## src/rtl/cpu_mem_arbiter_pkg.sv

```systemverilog
// Shared definitions for the core-to-memory arbiter and its helpers.
// Latency: n/a; backpressure: n/a.
package cpu_mem_arbiter_pkg;

    localparam logic [6:0] S_IDLE    = 7'b000_0001;
    localparam logic [6:0] S_I_ISSUE = 7'b000_0010;
    localparam logic [6:0] S_I_WAIT  = 7'b000_0100;
    localparam logic [6:0] S_I_RESP  = 7'b000_1000;
    localparam logic [6:0] S_D_ISSUE = 7'b001_0000;
    localparam logic [6:0] S_D_WAIT  = 7'b010_0000;
    localparam logic [6:0] S_D_RESP  = 7'b100_0000;

    localparam logic [31:0] ADDR_ALIGN_MASK = 32'hFFFF_FFFC;
    localparam int          DEFAULT_TIMEOUT = 1024;
    localparam int          DEFAULT_CNT_W   = 11;

    typedef enum logic [6:0] {
        IDLE    = S_IDLE,
        I_ISSUE = S_I_ISSUE,
        I_WAIT  = S_I_WAIT,
        I_RESP  = S_I_RESP,
        D_ISSUE = S_D_ISSUE,
        D_WAIT  = S_D_WAIT,
        D_RESP  = S_D_RESP
    } state_t;

endpackage

```

## src/rtl/mem_timeout_cnt.sv

```systemverilog
// Response-timeout counter: clr zeroes it, en counts, expire flags TIMEOUT-1.
// Latency: expire is combinational from the count; backpressure: none, holds at the limit.
module mem_timeout_cnt #(
    parameter int TIMEOUT = 1024,
    parameter int CNT_W   = 11
) (
    input  logic clk,
    input  logic rst,
    input  logic clr,
    input  logic en,
    output logic expire
);

    localparam logic [CNT_W-1:0] LAST = CNT_W'(TIMEOUT - 1);

    logic [CNT_W-1:0] cnt_q;

    always_ff @(posedge clk) begin
        if (rst || clr) begin
            cnt_q <= '0;
        end else if (en && (cnt_q != LAST)) begin
            cnt_q <= cnt_q + 1'b1;
        end
    end

    assign expire = en && (cnt_q == LAST);

endmodule

```

## src/rtl/cpu_mem_arbiter.sv

```systemverilog
// Serialises the core's fetch and load/store channels onto one req/gnt+rvalid memory bus.
// Latency: fetch accept->Inst_Valid 3 cycles minimum; store accept->IDLE 2 cycles minimum.
// Backpressure: one transaction in flight; requests wait in IDLE, responses hold until acked.
module cpu_mem_arbiter
    import cpu_mem_arbiter_pkg::*;
#(
    parameter int TIMEOUT = DEFAULT_TIMEOUT,
    parameter int CNT_W   = DEFAULT_CNT_W
) (
    input  logic        clk,
    input  logic        rst,
    input  logic [31:0] PC,
    input  logic        Inst_Req_Valid,
    output logic        Inst_Req_Ack,
    output logic [31:0] Instruction,
    output logic        Inst_Valid,
    input  logic        Inst_Ack,
    input  logic [31:0] Address,
    input  logic        MemWrite,
    input  logic [31:0] Write_data,
    input  logic [3:0]  Write_strb,
    input  logic        MemRead,
    output logic        Mem_Req_Ack,
    output logic [31:0] Read_data,
    output logic        Read_data_Valid,
    input  logic        Read_data_Ack,
    output logic        mem_req,
    output logic        mem_we,
    output logic [31:0] mem_addr,
    output logic [31:0] mem_wdata,
    output logic [3:0]  mem_wstrb,
    input  logic        mem_gnt,
    input  logic        mem_rvalid,
    input  logic [31:0] mem_rdata,
    output logic        bus_err
);

    state_t state_q, state_d;
    logic   data_req;
    logic   in_issue;
    logic   in_wait;
    logic   expire;

    assign data_req = MemRead | MemWrite;
    assign in_issue = (state_q == I_ISSUE) || (state_q == D_ISSUE);
    assign in_wait  = (state_q == I_WAIT)  || (state_q == D_WAIT);

    // Acks are gated by rst so a request seen during reset is never claimed as taken.
    assign Mem_Req_Ack     = !rst && (state_q == IDLE) && data_req;
    assign Inst_Req_Ack    = !rst && (state_q == IDLE) && Inst_Req_Valid && !data_req;
    assign mem_req         = in_issue;
    assign Inst_Valid      = (state_q == I_RESP);
    assign Read_data_Valid = (state_q == D_RESP);

    mem_timeout_cnt #(
        .TIMEOUT(TIMEOUT),
        .CNT_W  (CNT_W)
    ) u_timeout (
        .clk   (clk),
        .rst   (rst),
        .clr   (in_issue && mem_gnt),
        .en    (in_wait),
        .expire(expire)
    );

    always_ff @(posedge clk) begin
        if (rst) begin
            state_q <= IDLE;
        end else begin
            state_q <= state_d;
        end
    end

    always_comb begin
        state_d = state_q;
        case (state_q)
            IDLE: begin
                if (data_req) begin
                    state_d = D_ISSUE;
                end else if (Inst_Req_Valid) begin
                    state_d = I_ISSUE;
                end
            end
            I_ISSUE: if (mem_gnt) state_d = mem_we ? IDLE : I_WAIT;
            D_ISSUE: if (mem_gnt) state_d = mem_we ? IDLE : D_WAIT;
            I_WAIT:  if (mem_rvalid || expire) state_d = I_RESP;
            D_WAIT:  if (mem_rvalid || expire) state_d = D_RESP;
            I_RESP:  if (Inst_Ack) state_d = IDLE;
            D_RESP:  if (Read_data_Ack) state_d = IDLE;
            default: state_d = IDLE;
        endcase
    end

    always_ff @(posedge clk) begin
        if (rst) begin
            mem_addr    <= '0;
            mem_wdata   <= '0;
            mem_wstrb   <= '0;
            mem_we      <= 1'b0;
            Instruction <= '0;
            Read_data   <= '0;
            bus_err     <= 1'b0;
        end else begin
            if (state_q == IDLE) begin
                if (data_req) begin
                    // A simultaneous read+write request resolves to the write.
                    mem_addr  <= Address & ADDR_ALIGN_MASK;
                    mem_wdata <= Write_data;
                    mem_wstrb <= MemWrite ? Write_strb : 4'b0000;
                    mem_we    <= MemWrite;
                end else if (Inst_Req_Valid) begin
                    mem_addr  <= PC & ADDR_ALIGN_MASK;
                    mem_wstrb <= 4'b0000;
                    mem_we    <= 1'b0;
                end
            end
            // rvalid on the expiry cycle still delivers data and leaves bus_err alone.
            if (state_q == I_WAIT) begin
                if (mem_rvalid) begin
                    Instruction <= mem_rdata;
                end else if (expire) begin
                    Instruction <= '0;
                    bus_err     <= 1'b1;
                end
            end
            if (state_q == D_WAIT) begin
                if (mem_rvalid) begin
                    Read_data <= mem_rdata;
                end else if (expire) begin
                    Read_data <= '0;
                    bus_err   <= 1'b1;
                end
            end
        end
    end

endmodule

```

## config.mk

```make
export PLATFORM = sky130hd
export DESIGN_NAME = cpu_mem_arbiter
export DESIGN_NICKNAME = d
export VERILOG_FILES = /design/src/rtl/cpu_mem_arbiter_pkg.sv /design/src/rtl/mem_timeout_cnt.sv /design/src/rtl/cpu_mem_arbiter.sv
export SDC_FILE = /design/constraint.sdc
export NUM_CORES = 1
export LEC_CHECK = 0
export ABC_AREA = 1
export CORE_MARGIN = 2
export CORE_UTILIZATION = 38
export CTS_CLUSTER_SIZE = 24
export DETAILED_ROUTE_END_ITERATION = 16
export PLACE_DENSITY = 0.77
export SLEW_MARGIN = 10
export SYNTH_ARGS = -nofsm -noshare
export SYNTH_HDL_FRONTEND = slang
export SYNTH_HIERARCHICAL = 1
export SYNTH_SLANG_ARGS = --single-unit
```

## constraint.sdc

```tcl
create_clock -name clk -period 2.14 [get_ports clk]
set_input_delay 0.535 -clock clk [delete_from_list [all_inputs] [get_ports clk]]
set_output_delay 0.535 -clock clk [all_outputs]
set_load 0.01 [all_outputs]
```

**Word level (Yosys, flattened, before mapping)**

Index checks and enable logic that the tools add are counted.

- Bits in registers: 152
- Output and inout port bits: 139
- Logic and storage cells: 73

- Add/sub/neg operators: 1
- Equality and inequality tests: 16
- Multiplexer cells: 26
- Bitwise operators: 1
- Reduce and logical (&&, ||, !) cells: 20

Operators by type and width:

| operator | number |
|---|---|
| 2-to-1 mux 32 bit | 4 |
| 2-to-1 mux 7 bit | 8 |
| case mux 7 bit (7 select lines) | 1 |
| 2-to-1 mux 4 bit | 3 |
| adder 11 x 1 -> 11 bit (second input constant) | 1 |
| equality test 11 x 10 -> 1 bit (second input constant) | 1 |
| != test 11 x 10 -> 1 bit (second input constant) | 1 |
| 2-to-1 mux 1 bit | 8 |
| AND reduction 2 bit | 4 |
| equality test 7 x 1 -> 1 bit (second input constant) | 1 |
| equality test 7 x 2 -> 1 bit (second input constant) | 1 |
| equality test 7 x 3 -> 1 bit (second input constant) | 1 |
| equality test 7 x 4 -> 1 bit (second input constant) | 1 |
| equality test 7 x 5 -> 1 bit (second input constant) | 1 |
| equality test 7 x 6 -> 1 bit (second input constant) | 1 |
| equality test 7 bit (second input constant) | 1 |
| logical AND 1 bit | 7 |
| AND reduction 7 bit | 1 |
| 2-to-1 mux 6 bit | 1 |
| != test 2 x 1 -> 1 bit (second input constant) | 3 |
| != test 2 bit (second input constant) | 3 |
| logical OR 1 bit | 4 |
| nonzero test 2 bit | 2 |
| 2-to-1 mux 3 bit | 1 |
| other kinds (3) | 4 |

**Depth between registers and ports, before layout**

Gate-level depths: netlist (run 1).

- Depth after elaboration: 9
- Mapped depth: 18

**Cells and area by module**

The synthesis (run 1) kept the hierarchy.

Modules (own cells, without submodules):

| module | times used | cells an instance | area each (um2) | sequential area each (um2) |
|---|---|---|---|---|
| cpu_mem_arbiter | 1 | 782 | 5719.2 | 2782.7 |
| mem_timeout_cnt | 1 | 89 | 604.3 | 220.2 |

**Worst setup path before layout (run 1)**

OpenSTA, ideal clock, no wires.

- Kind: flip-flop to flip-flop
- Start: register state_q[5]
- End: register Instruction[23]
- Setup time: 0.132 ns
- Arrival time: 2.201 ns
- Path slack: -0.194 ns
- Stages on the path, launching flop included: 17
- Clock period less this slack: 2.334 ns
- Cells stage by stage: dfxtp_1 inv_2 nand2_4 nor2_8 nand2_1 nand2_1 buf_4 nand3_1 nor2_1 inv_1 nor3_1 nor2_1 nor2_1 inv_2 buf_4 nand2_1 a21oi_1

- Cells in the longest elaborated chain, start to end: 5
- Elaborated cells between the ends (all ways): 6

Ends and longest elaborated chain:

| item | line | source |
|---|---|---|
| start, declared | cpu_mem_arbiter.sv:38 | `state_t state_q, state_d;` |
| start signal, assigned | cpu_mem_arbiter.sv:70 | `state_q <= state_d;` |
| equality test 7 x 3 -> 1 bit / equality test 7 x 6 -> 1 bit (equally long branches) | cpu_mem_arbiter.sv:46 | `assign in_wait = (state_q == I_WAIT) \|\| (state_q == D_WAIT);` |
| logical OR 1 bit * | cpu_mem_arbiter.sv:46 |  |
| net in_wait | cpu_mem_arbiter.sv:41 | `logic in_wait;` |
| logical AND 1 bit * | mem_timeout_cnt.sv:26 | `assign expire = en && (cnt_q == LAST);` |
| net expire | cpu_mem_arbiter.sv:42 | `logic expire;` |
| nonzero test 2 bit (no source line) * | -- |  |
| AND reduction 2 bit (no source line) * | -- |  |
| end signal, assigned | cpu_mem_arbiter.sv:120 | `Instruction <= mem_rdata;` |
| end, declared | cpu_mem_arbiter.sv:15 | `output logic [31:0] Instruction,` |

Mark *: on every way through the listed nets, which the timed path passes. The rest lies on a longest branch.
A chain may end at the register's enable or synchronous reset.

**Final worst setup path (run 1)**

- Start: register state_q[4]
- End: register Read_data[0]

- Cells in the longest elaborated chain, start to end: 5
- Elaborated cells between the ends (all ways): 6

Ends and longest elaborated chain:

| item | line | source |
|---|---|---|
| equality test 7 x 3 -> 1 bit / equality test 7 x 6 -> 1 bit (equally long branches) | cpu_mem_arbiter.sv:46 |  |
| logical OR 1 bit * | cpu_mem_arbiter.sv:46 |  |
| net in_wait | cpu_mem_arbiter.sv:41 |  |
| logical AND 1 bit * | mem_timeout_cnt.sv:26 |  |
| net expire | cpu_mem_arbiter.sv:42 |  |
| nonzero test 2 bit (no source line) * | -- |  |
| AND reduction 2 bit (no source line) * | -- |  |
| end signal, assigned | cpu_mem_arbiter.sv:128 | `Read_data <= mem_rdata;` |
| end, declared | cpu_mem_arbiter.sv:24 | `output logic [31:0] Read_data,` |

Marks and branches as above.

==> results of run 1 <==
## per-layer routing
layer  vias to the layer above  GRT usage, %  part of all wire [%]
met4                         0         10.33                   2.8
met2                       258         39.38                    50
met3                        41         6.743                   7.2
met5                         -             0                     0
met1                      3080         25.33                    40
li1                       3378             -                     -
## worst max-delay path: stages (launching register included)
cell	delay, ns
dfxtp_2	0.36
inv_2	0.05
nand2_4	0.09
nor2_8	0.04
nand2_2	0.08
nand2_2	0.07
nand3_2	0.10
nor2_4	0.04
inv_2	0.08
nor3_4	0.05
o21ai_4	0.77
nand2_1	0.16
a21oi_1	0.18
## logic make-up (layout without fill, tap and decap cells)
group	after synthesis	count (layout)	share of synthesized area (%)
AO/OA/AOI/OAI	178	178	14.90
adder cells (fa/ha/maj)	1	1	0.1978
buffers and inverters	119	415	9.082
flip-flops	150	150	47.49
other	1	4	0.05930
AND/OR/NAND/NOR	422	422	28.27
## stage by stage
step / setup slack [ns] / cell area [sq um] / hold slack [ns] / instances
final: -0.03893 / 10270 / 0.4555 / 1390
after CTS: -0.04742 / 10030 / 0.4605 / 1379
after global routing: -0.1492 / 10270 / 0.4762 / 1390
after detailed placement: -0.4570 / 9316 / 0.4512 / 1341
after floorplan: 0.001264 / 6339 / 0.4740 / 872
after global placement: -0.4201 / 9316 / 0.4394 / 1341
## cell usage after synthesis
cell type	count	share of area [%]
buf_6	9	1.6
nand2_4	2	0.36
nor4_1	3	0.30
ha_1	1	0.20
nand4_1	1	0.099
buf_2	21	1.7
nor2_4	3	0.53
nand3_1	53	4.2
nand3_2	4	0.63
o21ai_1	5	0.40
nand3b_1	3	0.36
a31oi_1	30	3.0
buf_1	2	0.12
clkbuf_1	17	1.0
conb_1	1	0.059
nor2_1	36	2.1
a21oi_1	114	9.0
nor2_8	1	0.32
nor3_2	1	0.16
inv_2	8	0.47
nand2_1	302	18
inv_1	53	3.1
nand2_2	5	0.49
o21ai_0	27	2.1
nor2_2	7	0.69
nor3_1	1	0.079
o21ai_4	1	0.26
o21bai_1	1	0.12
dfxtp_1	150	47
buf_4	9	1.1
## path summary, 6_finish.rpt
check / from / to / slack, ns / depth (start not counted)
worst min-delay path: Read_data[18] / Read_data[18] / 0.46 / 2
worst max register to register: state_q[4] / Read_data[0] / -0.04 / 12
worst max-delay path: state_q[4] / Read_data[0] / -0.04 / 12
worst min register to register: Read_data[18] / Read_data[18] / 0.46 / 2
## power by group through the flow
stage / Clock (mW) / Combinational [mW] / Sequential, mW
floorplan: 0 / 1.71 / 3.90
global placement: 0 / 3.71 / 3.67
detailed placement: 0 / 3.74 / 3.68
CTS: 3.19 / 3.81 / 3.64
global route: 3.30 / 4.22 / 3.71
finish: 3.14 / 3.89 / 3.65
## sequential cells by signal, summed over array words and instances (netlist names)
register,count
Instruction,32
Read_data,32
bus_err,1
mem_addr,30
mem_wdata,32
mem_we,1
mem_wstrb,4
state_q,7
u_timeout/cnt_q,11
## cell type report
type	count	share of cell area [%]
antenna	2	0.04873
clock buffer	19	4.410
clock inverter	12	1.620
inverter	61	2.254
multi-input combinational	603	28.52
sequential	150	29.28
tap	220	2.680
timing repair buffer	323	31.19
## timing repair
action | 4_1_cts | 5_1_grt
setup buffers | 7 | 6
endpoints found under the setup margin | 62 | 72
pin swaps | 16 | 16
cloned | 0 | 3
endpoints found under the hold margin | 0 | 0
resized for setup | 38 | 42
==> impl_metrics.ini, run 1 <==
[outcome]
status = finished, violations left
violations = setup timing

[power_and_ir_drop]
p_clk_share_pct = 29.4
power_density_nw_per_um2 = 1041
total_power_mw = 10.69
power_frac_seq_pct = 34.2
ir_drop_uv = 698.3
power_switching_mw = 3.522
p_leak_nw = 4.074
p_comb_share_pct = 36.4
p_sw_share_pct = 32.94
p_int_mw = 7.170

[routing]
wl_per_cell_um = 15.09
drc = 0
totalWireLength_um = 20980
via_per_inst = 4.861
initialDrtViolationCount = 339
first_pass_iters = 4
dr_total_vias = 6757
antenna_left = 0

[critical_path]
end_kind = register
worstPathArrival_ns = 2.52
required_ns = 2.48
crit_type = reg2reg
path_max_fanout = 33
critPathLaunchType = register

[global_route]
antenna_found_initial = 2
grt-ovfl-total = 0
grt_pass1_wl_um = 31880
first_global_vias = 6422
grt_max_degree = 71
grt.total_usage_pct = 22.57

[sta]
maxSlewViolCount = 0
tightest_slew_ns = 1.005
hold_viol_final = 0
rsz0062_at_grt = yes
max-slew-margin-rel_pct = 32.73
period_minus_slack_ns = 2.179
setup_slack_ns = -0.03893
finalCritPeriodShare_pct = 101.8
fmax_mhz = 458.9
setup_tns_ns = -0.03893
setup_violations = 1
skew_ns = 0.01073

[run]
maxCapViolCount = 0

[clock_tree]
cts_max_level = 4
clockBufferDepth = 2
clock_latency_ns = 0.42
cts_tree = built
clk_pin_slew_ns = 0.06
cts_hold_buf = 0
cts.sinks = 150
root_buffer = clkbuf_16
cts_made_buffers = 17

[floorplanning]
io_pins = 280
die_w_um = 133
initial_core_util_pct = 38.54
dieArea_sq_um = 17690
core_area_sq_um = 16410
die_h_um = 133
num_rows = 47

[layout]
post-route-util_pct = 62.60
multi_input_area_sq_um = 2929
regArea_sq_um = 3008
nets = 1298
final_cell_mix = 274 x nand2_1, 265 x clkdlybuf4s50_1, 146 x dfxtp_1
layout_commonest_cell = nand2_1
drive_gt1_share_pct = 14.21
nFillCells = 1386
area_growth_pct = 62.43

[worst_hold_path]
hp-class = reg2reg

[yosys]
yosys_warnings = 6
netlist_area_sq_um = 6324
ys_types = 30
avgSynthCellArea_sq_um = 7.260
seq_area_frac_synth_pct = 47.49
synthCells = 871
ys_ff_latch = 150

[place]
place_congestion = 0.8695
io_buffers = 273
dp_hpwl_um = 14260
Note: power is estimated with default switching activity, not from simulation.
==> inputs of run 2 (changes only) <==
--- a/config.mk
+++ b/config.mk
@@ -6,11 +6,12 @@
 export NUM_CORES = 1
 export LEC_CHECK = 0
 export ABC_AREA = 1
-export CORE_MARGIN = 2
-export CORE_UTILIZATION = 38
+export CORE_MARGIN = 3
+export CORE_UTILIZATION = 45
 export CTS_CLUSTER_SIZE = 24
 export DETAILED_ROUTE_END_ITERATION = 16
-export PLACE_DENSITY = 0.77
+export PLACE_DENSITY = 0.85
+export REMOVE_ABC_BUFFERS = 1
 export SLEW_MARGIN = 10
 export SYNTH_ARGS = -nofsm -noshare
 export SYNTH_HDL_FRONTEND = slang
==> constraint.sdc (replaced) <==
create_clock -name clk -period 2.8 [get_ports clk]
set_input_delay 0.7 -clock clk [delete_from_list [all_inputs] [get_ports clk]]
set_output_delay 0.7 -clock clk [all_outputs]
set_load 0.01 [all_outputs]
==> run 2 against run 1 <==
Die area shrank 12%. The run now ends clean. Register-to-register slack gained 0.39 ns. Hold slack lost 0.0026 ns. Sequential power shrank 24%. Critical path depth shrank 9. Largest power group is now registers. Clock skew shrank 0.0047 ns. Largest cell class is now sequential cells. Highest routed layer unchanged. First-iteration DRC count grew 55%. Combinational power shrank 30%. Wire length shrank 7.6%. Global-route usage grew 1.8 points. Critical endpoint is now Read_data_Valid.
==> impl_metrics.ini, run 2 (synthesized netlist as in run 1, its figures left out) <==
[critical_path]
path_cells = inv_1, nor4_1, clkdlybuf4s50_1
path_max_fanout = 5
critical-path-slowest-cell = clkdlybuf4s50_1
crit_family = buffers and inverters
worstPathArrival_ns = 1.93
worst-path-buf-inv = 2
end_kind = primary output
startpoint = state_q[6]
required_ns = 2.10
cpPeakStageDelay_ns = 0.62
crit_type = reg2out
critPathLaunchType = register
r2r_start = state_q[6]
ff2ff_setup_slack_ns = 0.35

[layout]
drive_gt1_share_pct = 6.960
final_cell_mix = 302 x nand2_1, 270 x clkdlybuf4s50_1, 150 x dfxtp_1
nets = 1264
area_growth_pct = 52.99
layout_commonest_cell = nand2_1
diodes = 0
post-route-util_pct = 71.63
reg_top3 = Instruction (32), Read_data (32), mem_wdata (32)
final_cells = 1311

[floorplanning]
num_rows = 42
io_pins = 280
die_w_um = 124.5
core_area_sq_um = 13510
die_h_um = 124.5
initial_core_util_pct = 46.82
dieArea_sq_um = 15510

[power_and_ir_drop]
power_density_nw_per_um2 = 815.6
ir_drop_uv = 543.9
p_leak_nw = 3.826

[sta]
maxSlewViolCount = 0
skew_ns = 0.006042
setup_violations = 0
fmax_mhz = 380.6
max-slew-margin-rel_pct = 36.12
period_minus_slack_ns = 2.627
finalCritPeriodShare_pct = 93.83
tightest_slew_ns = 0.9582
rsz0062_at_grt = no
hold_viol_final = 0

[clock_tree]
postCtsSetupRepairBufs = 0
cts_tree = built
cts_max_level = 4
root_buffer = clkbuf_16
cts_hold_buf = 0
clock_latency_ns = 0.42
clk_pin_slew_ns = 0.06
clockBufferDepth = 2
cts.sinks = 150
cts_made_buffers = 17

[routing]
wl_met1_um = 7234
totalWireLength_um = 19390
route.met3.wl_um = 1348
initialDrtViolationCount = 525
via_per_inst = 5.017
dr_total_vias = 6577
drc = 0
antenna_left = 0
first_pass_iters = 5
dr.max_layer_used = met4
wl_per_cell_um = 14.79
wl_met2_um = 9523

[global_route]
antenna_found_initial = 0
grt_pass1_wl_um = 30820
first_global_vias = 6299
grt-ovfl-total = 0
grt.total_usage_pct = 24.33
grt_max_degree = 91

[run]
maxCapViolCount = 0

[outcome]
status = finished, final reports clean

[place]
place_congestion = 0.8294
dp_cells = 1279
dp_hpwl_um = 13550
io_buffers = 273

[worst_hold_path]
hp-class = reg2reg
hold_start = bus_err
==> run 2: changes by cell type in the layout (fill, tap and decap cells not counted), sizes merged, moves of 2 or more <==
cell,delta
inv,-3
clkinv,+4
clkdlybuf4s15,-2
clkdlybuf4s50,+5
diode,-2
clkbuf,-2
dlymetal6s2s,-2
dlygate4sd2,+2
buf,-35
==> run 2: area by class of cell <==
type	instances	area (sq um)
Fill cell	1081	3831
Sequential cell	150	3003
Timing Repair Buffer	289	2860
Multi-Input combinational cell	603	2750
Clock buffer	19	432.9
Inverter	61	229.0
Tap cell	176	220.2
Clock inverter	13	178.9
==> run 2: path summary, 6_finish.rpt <==
| check | end | cells past startpoint |
|---|---|---|
| worst min register to register | bus_err | 2 |
| worst max-delay path | Read_data_Valid | 3 |
| worst min-delay path | bus_err | 2 |
| worst max register to register | Instruction[26] | 12 |
==> run 2: where the power goes <==
| group | internal, mW | switching (mW) | total (mW) |
|---|---|---|---|
| registers | 2.56 | 0.224 | 2.78 |
| logic | 1.29 | 1.44 | 2.73 |
| clock network | 1.49 | 0.888 | 2.38 |
==> run 2: worst register-to-register path, delay by kind of cell, from the launching register on <==
| family | cells | cell delay [ns] |
|---|---|---|
| flops | 1 | 0.52 |
| simple gates | 9 | 1.11 |
| buf+inv | 2 | 0.55 |
| compound gates | 1 | 0.18 |
==> run 2: per-stage QoR <==
| step | instance area [sq um] | setup slack (ns) | hold slack (ns) | setup TNS, ns | power (mW) |
|---|---|---|---|---|---|
| after detailed placement | 9065 | -0.07803 | 0.4430 | -0.1484 | 5.556 |
| after floorplan | 5982 | -0.02837 | 0.4680 | -0.02837 | 4.050 |
| final | 9674 | 0.1727 | 0.4529 | 0 | 7.891 |
| after global routing | 9674 | 0.03444 | 0.4764 | 0 | 8.312 |
| after CTS | 9674 | 0.1515 | 0.4524 | 0 | 7.947 |
| after global placement | 9065 | -0.05862 | 0.4410 | -0.05862 | 5.513 |
==> run 2: per-layer routing <==
metal  GRT usage [%]  up-vias
met2           41.54      250
met4           16.70        0
li1                -     3303
met5               0        -
met1           25.29     2947
met3           7.847       77
==> run 2: timing repair <==
action,in CTS,in global routing
endpoints found under the setup margin,2,0
resized for setup,2,0
endpoints found under the hold margin,0,0
==> inputs of run 3 (changes only) <==
--- a/config.mk
+++ b/config.mk
@@ -6,11 +6,10 @@
 export NUM_CORES = 1
 export LEC_CHECK = 0
 export ABC_AREA = 1
-export CORE_MARGIN = 3
-export CORE_UTILIZATION = 45
+export CORE_UTILIZATION = 38
 export CTS_CLUSTER_SIZE = 24
 export DETAILED_ROUTE_END_ITERATION = 16
-export PLACE_DENSITY = 0.85
+export PLACE_DENSITY = 0.77
 export REMOVE_ABC_BUFFERS = 1
 export SLEW_MARGIN = 10
 export SYNTH_ARGS = -nofsm -noshare
==> constraint.sdc (replaced) <==
create_clock -name clk -period 2.33 [get_ports clk]
set_input_delay 0.5825 -clock clk [delete_from_list [all_inputs] [get_ports clk]]
set_output_delay 0.5825 -clock clk [all_outputs]
set_load 0.01 [all_outputs]
==> run 3 against run 2 <==
Cell count rose by 4.3%. Utilization decreased by 10 points. Register-to-register slack got worse by 0.23 ns. Total power increased by 17%. Critical path depth grew 4. First-iteration DRC count decreased by 48%. Setup slack lost 0.099 ns. Sequential cell count unchanged. Non-clock buffer count up 14. Sequential power is 21% higher. Final area is 1.8% higher.
==> impl_metrics.ini, run 3 (synthesized netlist as in run 1, its figures left out) <==
[outcome]
status = finished, final reports clean

[critical_path]
worstPathArrival_ns = 1.67
end_kind = primary output
critPathLaunchType = register
path_max_fanout = 5
required_ns = 1.75
crit_type = reg2out

[power_and_ir_drop]
p_sw_share_pct = 33.86
total_power_mw = 9.256
power_density_nw_per_um2 = 940.1
ir_drop_uv = 754.1
power_frac_seq_pct = 36.2
p_clk_share_pct = 28.4
p_int_mw = 6.122
power_switching_mw = 3.134
p_comb_share_pct = 35.4
p_leak_nw = 3.892

[global_route]
grt_pass1_wl_um = 29090
grt-ovfl-total = 0
antenna_found_initial = 0
grt.total_usage_pct = 21.98
first_global_vias = 6031
grt_max_degree = 79

[routing]
antenna_left = 0
initialDrtViolationCount = 273
totalWireLength_um = 19210
wl_per_cell_um = 14.05
first_pass_iters = 4
drc = 0
via_per_inst = 4.818
dr_total_vias = 6586

[clock_tree]
cts_max_level = 4
cts_hold_buf = 0
root_buffer = clkbuf_16
clockBufferDepth = 2
clk_pin_slew_ns = 0.06
cts.sinks = 150
clock_latency_ns = 0.42
cts_tree = built
cts_made_buffers = 17

[sta]
finalCritPeriodShare_pct = 96.83
max-slew-margin-rel_pct = 44.79
setup_violations = 0
rsz0062_at_grt = yes
fmax_mhz = 443.2
skew_ns = 0.01099
holdWs_ns = 0.4299
setup_tns_ns = 0
hold_viol_final = 0
period_minus_slack_ns = 2.256
maxSlewViolCount = 0
tightest_slew_ns = 0.8282
setup_slack_ns = 0.07376

[layout]
post-route-util_pct = 61.31
final_cell_mix = 301 x nand2_1, 266 x clkdlybuf4s50_1, 149 x dfxtp_1
final_cells = 1367
reg_top3 = Instruction (32), Read_data (32), mem_wdata (32)
diodes = 0
area_growth_pct = 55.70
fin_area_sq_um = 9846
layout_commonest_cell = nand2_1
nets = 1280
drive_gt1_share_pct = 9.209

[worst_hold_path]
hp-class = in2reg

[place]
dp_cells = 1328
dp_hpwl_um = 13020
io_buffers = 273
pre_cts_slack_ns = -0.6310
place_congestion = 0.8357
placed_cell_area_sq_um = 9170

[floorplanning]
core_area_sq_um = 16060
initial_core_util_pct = 39.38
num_rows = 46
die_h_um = 131
io_pins = 280
dieArea_sq_um = 17160
die_w_um = 131

[run]
maxCapViolCount = 0
run 3: changes by cell type in the layout (fill, tap and decap cells not counted), moves of 4 or more:
cell and change:
clkinv_2 -4, nor2_2 +6, buf_4 +13, clkdlybuf4s50_1 -4, nor2_1 -6
run 3: final cells by class:
class / instances / area [sq um]
fill: 1418 / 6212
sequential: 150 / 3004
timing repair buffer: 303 / 2958
multi-input combinational: 605 / 2806
clock buffer: 20 / 446.7
tap: 216 / 270.3
inverter: 61 / 242.7
clock inverter: 12 / 117.6
run 3: power by group through the flow:
stage	Combinational [mW]	Sequential (mW)	Clock (mW)
6_report	3.28	3.35	2.63
5_1_grt	3.55	3.41	2.78
4_1_cts	3.27	3.35	2.67
3_5_place_dp	3.22	3.39	0
3_3_place_gp	3.17	3.40	0
2_1_floorplan	1.28	3.59	0
run 3: path summary, 6_finish.rpt:
check             start             to  slack (ns)  depth (start not counted)
min                 rst  mem_wdata[27]        0.43                          2
max reg2reg  state_q[1]  Read_data[27]        0.12                         15
max          state_q[1]        mem_req        0.07                          7
min reg2reg     bus_err        bus_err        0.45                          2
run 3: routing by layer:
metal / global-route usage [%] / wire length, um / vias up
met4: 9.533 / 527 / 0
met3: 7.207 / 1342 / 35
li1: - / - / 3341
met2: 38.00 / 9535 / 217
met1: 24.67 / 7806 / 2993
met5: 0 / 0 / -
run 3: critical path, stage by stage (launching register included):
cell	delay [ns]
dfxtp_1	0.32
inv_2	0.07
nand2_2	0.11
nor2_4	0.15
buf_4	0.14
nand2_1	0.06
nand2_1	0.11
clkdlybuf4s15_1	0.30
run 3: timing repair:
action                                  4_1_cts  5_1_grt
endpoints found under the setup margin       59       71
cloned                                        2        0
pin swaps                                     2        4
setup buffers                                 0        5
gates resized for setup                      15       15
